==> src/rtl/instr_fetch.sv <==
// ----------------------------------------------------------------------------
// instr_fetch
//
// Fetch initiator for a synchronous instruction ROM (1-cycle read latency).
// Owns the PC, drives the ROM address and presents {pc, instr} to decode.
//
// Because the ROM registers its address on the clock edge, the address
// driven this cycle must already be the PC of the *next* instruction. So
// irom_a is the combinational pc_next, and pc and the ROM output update on
// the same edge. This makes if_instr always line up with if_pc and gives one
// instruction per cycle, including across taken redirects.
//
// Handshake (valid/ready): an instruction transfers ("fires") on a cycle
// where if_valid & if_ready are both 1. While if_valid=1 and if_ready=0,
// if_pc/if_instr/if_pc_plus1 hold steady. if_valid never depends on if_ready.
// redir/redir_pc belong to the instruction being fired and are looked at
// only on a fire cycle.
//
// Parameters:
//   ADDR_W    word-address width (ROM depth = 2**ADDR_W)
//   DATA_W    instruction width
//   RESET_PC  word address fetched first after reset
//
// Ports:
//   clk, rst      clock; synchronous active-high reset
//   irom_a        ROM word address (= pc_next)
//   irom_spo      ROM registered read data
//   if_instr      instruction at if_pc
//   if_pc         word address of if_instr
//   if_pc_plus1   if_pc + 1, wrapping (jal link value)
//   if_valid      if_instr/if_pc valid
//   if_ready      decode accepts the instruction
//   redir         taken branch/jump for the fired instruction
//   redir_pc      redirect target
//   halt_req      stop fetching after this cycle
//   resume        leave HALT
//   halted        FSM state observation (1 = HALT)
//
// Optional build macro IFETCH_PERF_EN adds:
//   fetch_cnt     number of fires (saturating)
//   redir_cnt     number of fires with redir=1 (saturating)
// ----------------------------------------------------------------------------
module instr_fetch #(
  parameter int unsigned ADDR_W   = 5,
  parameter int unsigned DATA_W   = 32,
  parameter int unsigned RESET_PC = 0
) (
  input  logic              clk,
  input  logic              rst,
  output logic [ADDR_W-1:0] irom_a,
  input  logic [DATA_W-1:0] irom_spo,
  output logic [DATA_W-1:0] if_instr,
  output logic [ADDR_W-1:0] if_pc,
  output logic [ADDR_W-1:0] if_pc_plus1,
  output logic              if_valid,
  input  logic              if_ready,
  input  logic              redir,
  input  logic [ADDR_W-1:0] redir_pc,
  input  logic              halt_req,
  input  logic              resume,
  output logic              halted
`ifdef IFETCH_PERF_EN
  ,
  output logic [31:0]       fetch_cnt,
  output logic [31:0]       redir_cnt
`endif
);

  localparam logic [ADDR_W-1:0] RESET_PC_A = ADDR_W'(RESET_PC);

  typedef enum logic {
    RUN  = 1'b0,
    HALT = 1'b1
  } state_t;

  state_t            state_q;
  state_t            state_d;
  logic [ADDR_W-1:0] pc_q;
  logic [ADDR_W-1:0] pc_next;
  logic [ADDR_W-1:0] pc_plus1;
  logic              fire;

  assign pc_plus1 = pc_q + ADDR_W'(1);

  // Reset is folded into if_valid so that nothing fires while rst is high.
  assign if_valid    = (state_q == RUN) && !rst;
  assign fire        = if_valid && if_ready;
  assign if_instr    = irom_spo;
  assign if_pc       = pc_q;
  assign if_pc_plus1 = pc_plus1;
  assign halted      = (state_q == HALT);
  assign irom_a      = pc_next;

  // Holding pc when not firing covers both a decode stall and HALT; in HALT
  // the ROM keeps being addressed with pc so its output stays valid for the
  // cycle after resume.
  always_comb begin
    pc_next = pc_q;
    if (rst) begin
      pc_next = RESET_PC_A;
    end else if (fire) begin
      pc_next = redir ? redir_pc : pc_plus1;
    end
  end

  // Next-state logic. halt_req has priority over resume in RUN; a fire in
  // the same cycle still completes because pc_next is independent of state_d.
  always_comb begin
    state_d = state_q;
    case (state_q)
      RUN:     if (halt_req) state_d = HALT;
      HALT:    if (resume)   state_d = RUN;
      default: state_d = RUN;
    endcase
  end

  always_ff @(posedge clk) begin
    if (rst) begin
      state_q <= RUN;
      pc_q    <= RESET_PC_A;
    end else begin
      state_q <= state_d;
      pc_q    <= pc_next;
    end
  end

`ifdef IFETCH_PERF_EN
  // Counters advance only on fires, so they hold automatically in HALT.
  always_ff @(posedge clk) begin
    if (rst) begin
      fetch_cnt <= '0;
      redir_cnt <= '0;
    end else begin
      if (fire && (fetch_cnt != '1)) fetch_cnt <= fetch_cnt + 32'd1;
      if (fire && redir && (redir_cnt != '1)) redir_cnt <= redir_cnt + 32'd1;
    end
  end
`endif

endmodule

==> config.mk <==
export PLATFORM = sky130hd
export DESIGN_NAME = instr_fetch
export DESIGN_NICKNAME = d
export VERILOG_FILES = /design/src/rtl/instr_fetch.sv
export SDC_FILE = /design/constraint.sdc
export NUM_CORES = 1
export LEC_CHECK = 0
export CORE_MARGIN = 8
export CORE_UTILIZATION = 30
export CTS_CLUSTER_SIZE = 40
export DETAILED_ROUTE_END_ITERATION = 10
export DONT_BUFFER_PORTS = 1
export PLACE_DENSITY = 0.51
export SLEW_MARGIN = 0
export SYNTH_ARGS = -nofsm -noshare
export SYNTH_HDL_FRONTEND = slang
export SYNTH_SLANG_ARGS = --single-unit
==> constraint.sdc <==
create_clock -name clk -period 1.21 [get_ports clk]
set_input_delay 0.1815 -clock clk [delete_from_list [all_inputs] [get_ports clk]]
set_output_delay 0.1815 -clock clk [all_outputs]
set_load 0.005 [all_outputs]
# Yosys cells after proc, flatten, opt, wreduce, memory -nomap -nowiden
# Index checks and enable logic that the tools add are counted.
# W data, S select, Z words.
# totals
regBits,6
latchBits,0
ramBits,0
romBits,0
in_bits,43
word_cells,13
memories,0
# classes
addsub,1
multipliers,0
div_mod_pow,0
magnitude_cmp,0
n_eq_ne,0
shift,0
n_mux,6
bitwise_logic,1
reduce_logical,3
# op_table
operator,n
$mux W5,3
$add A5 B1 Y5 const B,1
$logic_and A1 B1 Y1,2
$mux W1,2
$pmux W1 S2,1
$logic_not A1 Y1,1
$not A1 Y1,1

# Logic depth before layout (Yosys ltp)
# Gate-level depths: netlist of the first run.
# depth
word_depth,5
ltp_mapped,4
ltp_nobuf,4

# Worst setup path after synthesis of the first run
# OpenSTA, ideal clock, no wires.
# synth_path
kind,reg-to-output
startpoint,register pc_q[0] (netlist: if_pc[0])
endpoint,output irom_a[2]
arrival_ns,1.210
required_ns,1.028
slack_ns,-0.182
path_stages_with_launch,5
n_path_buf,0
path_cell_list,dfxtp_1 > ha_1 > or2_2 > a31oi_1 > a22o_1
# synth_between
elab_chain_len,4
# synth_rtl
element,line,source
"start, declared",78,logic [ADDR_W-1:0] pc_q;
"start signal, assigned",123,pc_q <= pc_next;
$add A5 B1 Y5,83,assign pc_plus1 = pc_q + ADDR_W'(1);
$mux W5,102,pc_next = redir ? redir_pc : pc_plus1;
$mux W5,101,end else if (fire) begin
$mux W5,99,if (rst) begin
"end, declared",50,"output logic [ADDR_W-1:0] irom_a,"
# Every way passes these cells.

# Worst setup path after layout of the first run
# Same ends and word-level chain as after synthesis.

==> impl_metrics.toml, run 1 <==
[outcome]
status = "finished with violations"
failed_checks = "setup timing"

[global_route]
top_usage_layer = "met2"
gr-total-overflow = 0
grt_pass1_vias = 537
use_met1 = 0.0642
antenna_found_initial = 0
grt_pass1_wl_um = 2660
grt_usage = 0.0842
grt_max_degree = 10
grtUsageMet3 = 0.0806
met2_usage = 0.146

[setup_path]
cp.arrival_ns = 1.33
slowest_delay_ns = 0.35
cp_slowest_cell = "dfxtp_4"
r2r.worst_path.cells = 5
reg2reg_setup_slack_ns = -0.03
crit_buf_inv = 0
path_cells = "ha_4, or2_4, a31oi_4, a22o_1"
worstSetupPathType = "reg -> out"
r2r-end = "if_pc[4]$_SDFF_PP0_"
critPathMaxFanout = 4
timing.rr.start = "if_pc[1]$_SDFF_PP0_"
crit_start = "if_pc[0]$_SDFF_PP0_"
cp_data_required_time_ns = 1.03
worst_setup_path_end_kind = "primary output"
crit_family = "flip-flops"
crit_path_start_kind = "flop"

[synthesis]
ys_warn_count = 0
synth_seq_cells = 6
synth.avg_cell_area_um2 = 8.14
synth.distinct_cells = 24
synth_top_cell_by_area = "buf_4"
netlist_area_um2 = 659
synth_top_family_by_area = "buffers and inverters"
synth_seq_area_share = 0.182
synth-simple-area-share = 0.139
syn-num-nets = 125
synthCells = 81
synth_area_leaders = "buf_4 (38%), dfxtp_1 (18%), a31o_1 (5.3%)"
synth_compound_area_frac = 0.157
synth_xor_xnor_area_share = 0.0398
synth_mux_area_frac = 0.0455
synth_fa_ha_area_frac = 0.0190
synthDominantCellAreaShare = 0.376

[sta]
setup_viol = 9
tightest_slew_ns = 0.287
fin_crit_sh = 1.25
finalHoldWorstSlack_ns = 0.0953
max-slew-margin-rel = 0.808
finalCriticalPeriod_ns = 1.51
finalWorstSetupSlack_ns = -0.304
rsz0062_at_grt = "true"
setup_tns_ns = -1.58
fmaxAchievable_ghz = 0.661
hold_viol = 0
drv_slew = 0
skew_ns = 0.00707

[hold_path]
holdPathStages = 2
hold_start = "halt_req"
hold_end = "halted$_SDFF_PP0_"
hold_path_class = "in -> reg"

[pwr]
power_density_mw_per_mm2 = 872
power_w = 0.000658
ir_worst_vdd_uv = 486
p_leak_nw = 0.312

[placement]
dp_hpwl_um = 1380
gp_congestion = 0.665
port_buffers = 0
dp_cells = 88

[floorplanning]
num_rows = 17
initial_core_util = 0.307
die_area_mm2 = 0.00395
core_mm2 = 0.00215
boundaryPins = 92
fp.dieH_um = 62.9
die_w_um = 62.9

[drt]
drtIter0Drc = 9
drt-total-wl_um = 1750
ant_nets = 0
first_pass_iters = 4
vias_per_cell = 5.00
vias = 485
drc = 0
routedWlPerCell_um = 18.0

[cells_and_area]
mostFrequentLayoutCells = "buf_4 (13), buf_6 (5), nand2_1 (4), a31o_1 (4)"
diodes = 0
drive_gt1_frac = 0.565
num-nets-final = 114
area_growth_pct = 14.4
final_common_cell = "buf_4"
fin_cells = 97

[clock_network]
clockBufferDepth = 2
clk_pin_slew_ns = 0.05
cts_tree = "built"
cts_sinks = 6
root_buffer = "clkbuf_4"
htreeDepth = 1
clkLatencyLatePin_ns = 0.25
cts-buffers-inserted = 3

[run]
max_cap_viol_count = 0
metrics by stage:
stage,area [µm²],worst slack [ns],util
5_1_grt,754,-0.350,0.351
4_1_cts,683,-0.312,0.318
3_3_place_gp,578,-0.0874,0.269
6_report,754,-0.304,0.351
2_1_floorplan,702,-0.00795,-
3_5_place_dp,578,-0.105,0.269
registers in the layout (all words and copies together), names as in the netlist:
name / flops
halted: 1
if_pc: 5
report_power, final:
group          switching [W]  internal (W)  total [W]  leakage, nW
clock              0.0000825      0.000126   0.000208       0.0150
sequential         0.0000200      0.000213   0.000234       0.0506
combinational      0.0000908      0.000125   0.000216        0.246
total               0.000193      0.000464   0.000658        0.312
layer usage:
layer	vias up	routed length [µm]
met2	36	860
li1	215	-
met1	228	532
met3	6	334
met4	0	19
met5	-	0
kinds of logic after synthesis:
family	after synthesis
buffers and inverters	38
and+or+nand+nor	16
AOI/OAI and AO/OA	14
DFF	6
xor gates and xnor gates	3
muxes	3
adders and majority gates	1
repair_timing:
item,CTS,global route
setup buffers,3,2
hold buffers,1,0
pin swaps,3,3
endpoints found under the setup margin,9,9
cloned,0,0
endpoints found under the hold margin,2,0
resized for setup,12,9
area by class of cell:
| class | instances | area (µm²) |
|---|---|---|
| Multi-Input combinational cell | 37 | 392 |
| Tap cell | 28 | 35.0 |
| Fill cell | 215 | 1390 |
| Clock buffer | 4 | 26.3 |
| Timing Repair Buffer | 19 | 164 |
| Sequential cell | 6 | 126 |
| Inverter | 3 | 11.3 |
Yosys cell counts:
cell / number
a211oi_1: 2
or2_2: 1
nand2b_1: 3
nand3_1: 2
buf_6: 1
buf_4: 33
ha_1: 1
inv_1: 3
buf_2: 1
xnor2_1: 2
mux2i_1: 3
dfxtp_1: 6
nor2_1: 3
nor3_1: 1
nor2b_1: 1
o21ai_0: 2
a31oi_1: 1
a31o_1: 4
xor2_1: 1
a21oi_1: 1
a21o_1: 2
nor3b_4: 1
nand2_1: 4
a22o_1: 2
worst max-delay path by stage:
stage               slack [ns]   endpoint  depth (start not counted)
floorplan               -0.008  irom_a[2]                          4
global placement         -0.09  irom_a[4]                          3
detailed placement       -0.11  irom_a[4]                          3
CTS                      -0.31  irom_a[2]                          4
global route             -0.35  irom_a[4]                          4
finish                   -0.30  irom_a[2]                          4
No activity file was read; power rests on OpenSTA's default activity.
==> run 2: changes to the inputs <==
Settings changed: RECOVER_POWER set to 100.
==> impl_metrics.toml, run 2 (synthesis gave the netlist of run 1 again) <==
[cells_and_area]
postLayoutCellArea_um2 = 748
register_area_um2 = 126
mostFrequentLayoutCells = "buf_4 (13), nand2_1 (4), a31o_1 (4), buf_6 (4)"
drive_gt1_frac = 0.565
diodes = 0
num-nets-final = 114
multi_input_area_um2 = 392
fillCellCount = 217
area_growth_pct = 13.5
largest_reg_flops = 5
final_common_cell = "buf_4"

[sta]
fmaxAchievable_ghz = 0.663
skew_ns = 0.00707
setup_viol = 10
drv_slew = 0
finalCriticalPeriod_ns = 1.51
fin_crit_sh = 1.25
finalWorstSetupSlack_ns = -0.297
hold_viol = 0
rsz0062_at_grt = "true"
max-slew-margin-rel = 0.808
tightest_slew_ns = 0.287
finalHoldWorstSlack_ns = 0.0957

[clock_network]
clockBufferDepth = 2
clkLatencyLatePin_ns = 0.25
cts_sinks = 6
root_buffer = "clkbuf_4"
cts_tree = "built"
clk_pin_slew_ns = 0.05
cts-buffers-inserted = 3
htreeDepth = 1

[global_route]
grt_max_degree = 10
grt_pass1_vias = 537
grt_usage = 0.0842
grt_pass1_wl_um = 2660
gr-total-overflow = 0
antenna_found_initial = 0

[setup_path]
r2r-end = "if_pc[3]$_SDFF_PP0_"
crit_start = "if_pc[0]$_SDFF_PP0_"
slowest_delay_ns = 0.35
cp_slowest_cell = "dfxtp_4"
cp_data_required_time_ns = 1.03
worstSetupPathType = "reg -> out"
cp.arrival_ns = 1.33
timing.rr.start = "if_pc[0]$_SDFF_PP0_"
reg2reg_setup_slack_ns = -0.03
crit_end = "irom_a[2]"
crit_path_start_kind = "flop"
r2r.worst_path.cells = 5
worst_setup_path_end_kind = "primary output"
path_cells = "ha_4, or2_4, a31oi_4, a22o_1"
critPathMaxFanout = 4

[drt]
vias = 485
ant_nets = 0
drtIter0Drc = 8
first_pass_iters = 4
drc = 0
vias_per_cell = 5.00
drt-total-wl_um = 1740
routedWlPerCell_um = 18.0

[pwr]
ir_worst_vdd_uv = 486
p_leak_nw = 0.310
power_density_mw_per_mm2 = 873

[outcome]
failed_checks = "setup timing"
status = "finished with violations"

[placement]
dp_hpwl_um = 1380
port_buffers = 0
gp_congestion = 0.665
placed_area_um2 = 578
place_ws_ns = -0.105

[floorplanning]
die_w_um = 62.9
initial_core_util = 0.307
die_area_mm2 = 0.00395
core_mm2 = 0.00215
num_rows = 17
fp.dieH_um = 62.9
boundaryPins = 92

[run]
max_cap_viol_count = 0

[hold_path]
holdPathStages = 2
hold_path_class = "in -> reg"
## run 2: routing by layer
metal  wire, µm  vias up  global-route usage
met5          0        -                   0
met2        860       36               0.146
met4         19        0              0.0256
met1        524      228              0.0642
met3        338        6              0.0806
li1           -      215                   -
## run 2: where the power goes
group,switching (W),internal [W]
Clock,0.0000822,0.000126
Combinational,0.0000909,0.000122
Sequential,0.0000194,0.000213
Total,0.000192,0.000461
## run 2: worst min path at each step
stage,startpoint,slack (ns),end
floorplan,halt_req,0.32,halted$_SDFF_PP0_
global placement,rst,0.25,if_pc[1]$_SDFF_PP0_
detailed placement,rst,0.26,if_pc[1]$_SDFF_PP0_
CTS,halt_req,0.09,halted$_SDFF_PP0_
global route,halt_req,0.09,halted$_SDFF_PP0_
finish,halt_req,0.1,halted$_SDFF_PP0_
## run 2: worst max-delay path, delay by kind of cell, from the launching register on
| family | cells | cell delay [ns] |
|---|---|---|
| compound gates | 2 | 0.32 |
| fa+ha+maj | 1 | 0.17 |
| flops | 1 | 0.35 |
| simple gates | 1 | 0.23 |
## run 2: per-stage QoR
stage	power, W	TNS (ns)	std cells	util
floorplan	0.000424	-0.00795	81	-
global placement	0.000389	-0.347	88	0.269
detailed placement	0.000392	-0.414	88	0.269
CTS	0.000637	-1.68	95	0.318
global route	0.000706	-2.28	97	0.348
finish	0.000653	-1.67	97	0.348
## run 2: repair_timing
| action | CTS | global route |
|---|---|---|
| setup endpoints to repair | 9 | 9 |
| hold buffers | 1 | 0 |
| gates resized for setup | 12 | 9 |
| pin swaps | 3 | 3 |
| setup buffers | 3 | 2 |
| endpoints found under the hold margin | 2 | 0 |
## run 2: area by class of cell
type | count | share of cell area
multi-input combinational | 37 | 0.523
timing repair buffer | 19 | 0.211
inverter | 3 | 0.0151
clock buffer | 4 | 0.0351
sequential | 6 | 0.169
tap | 28 | 0.0468
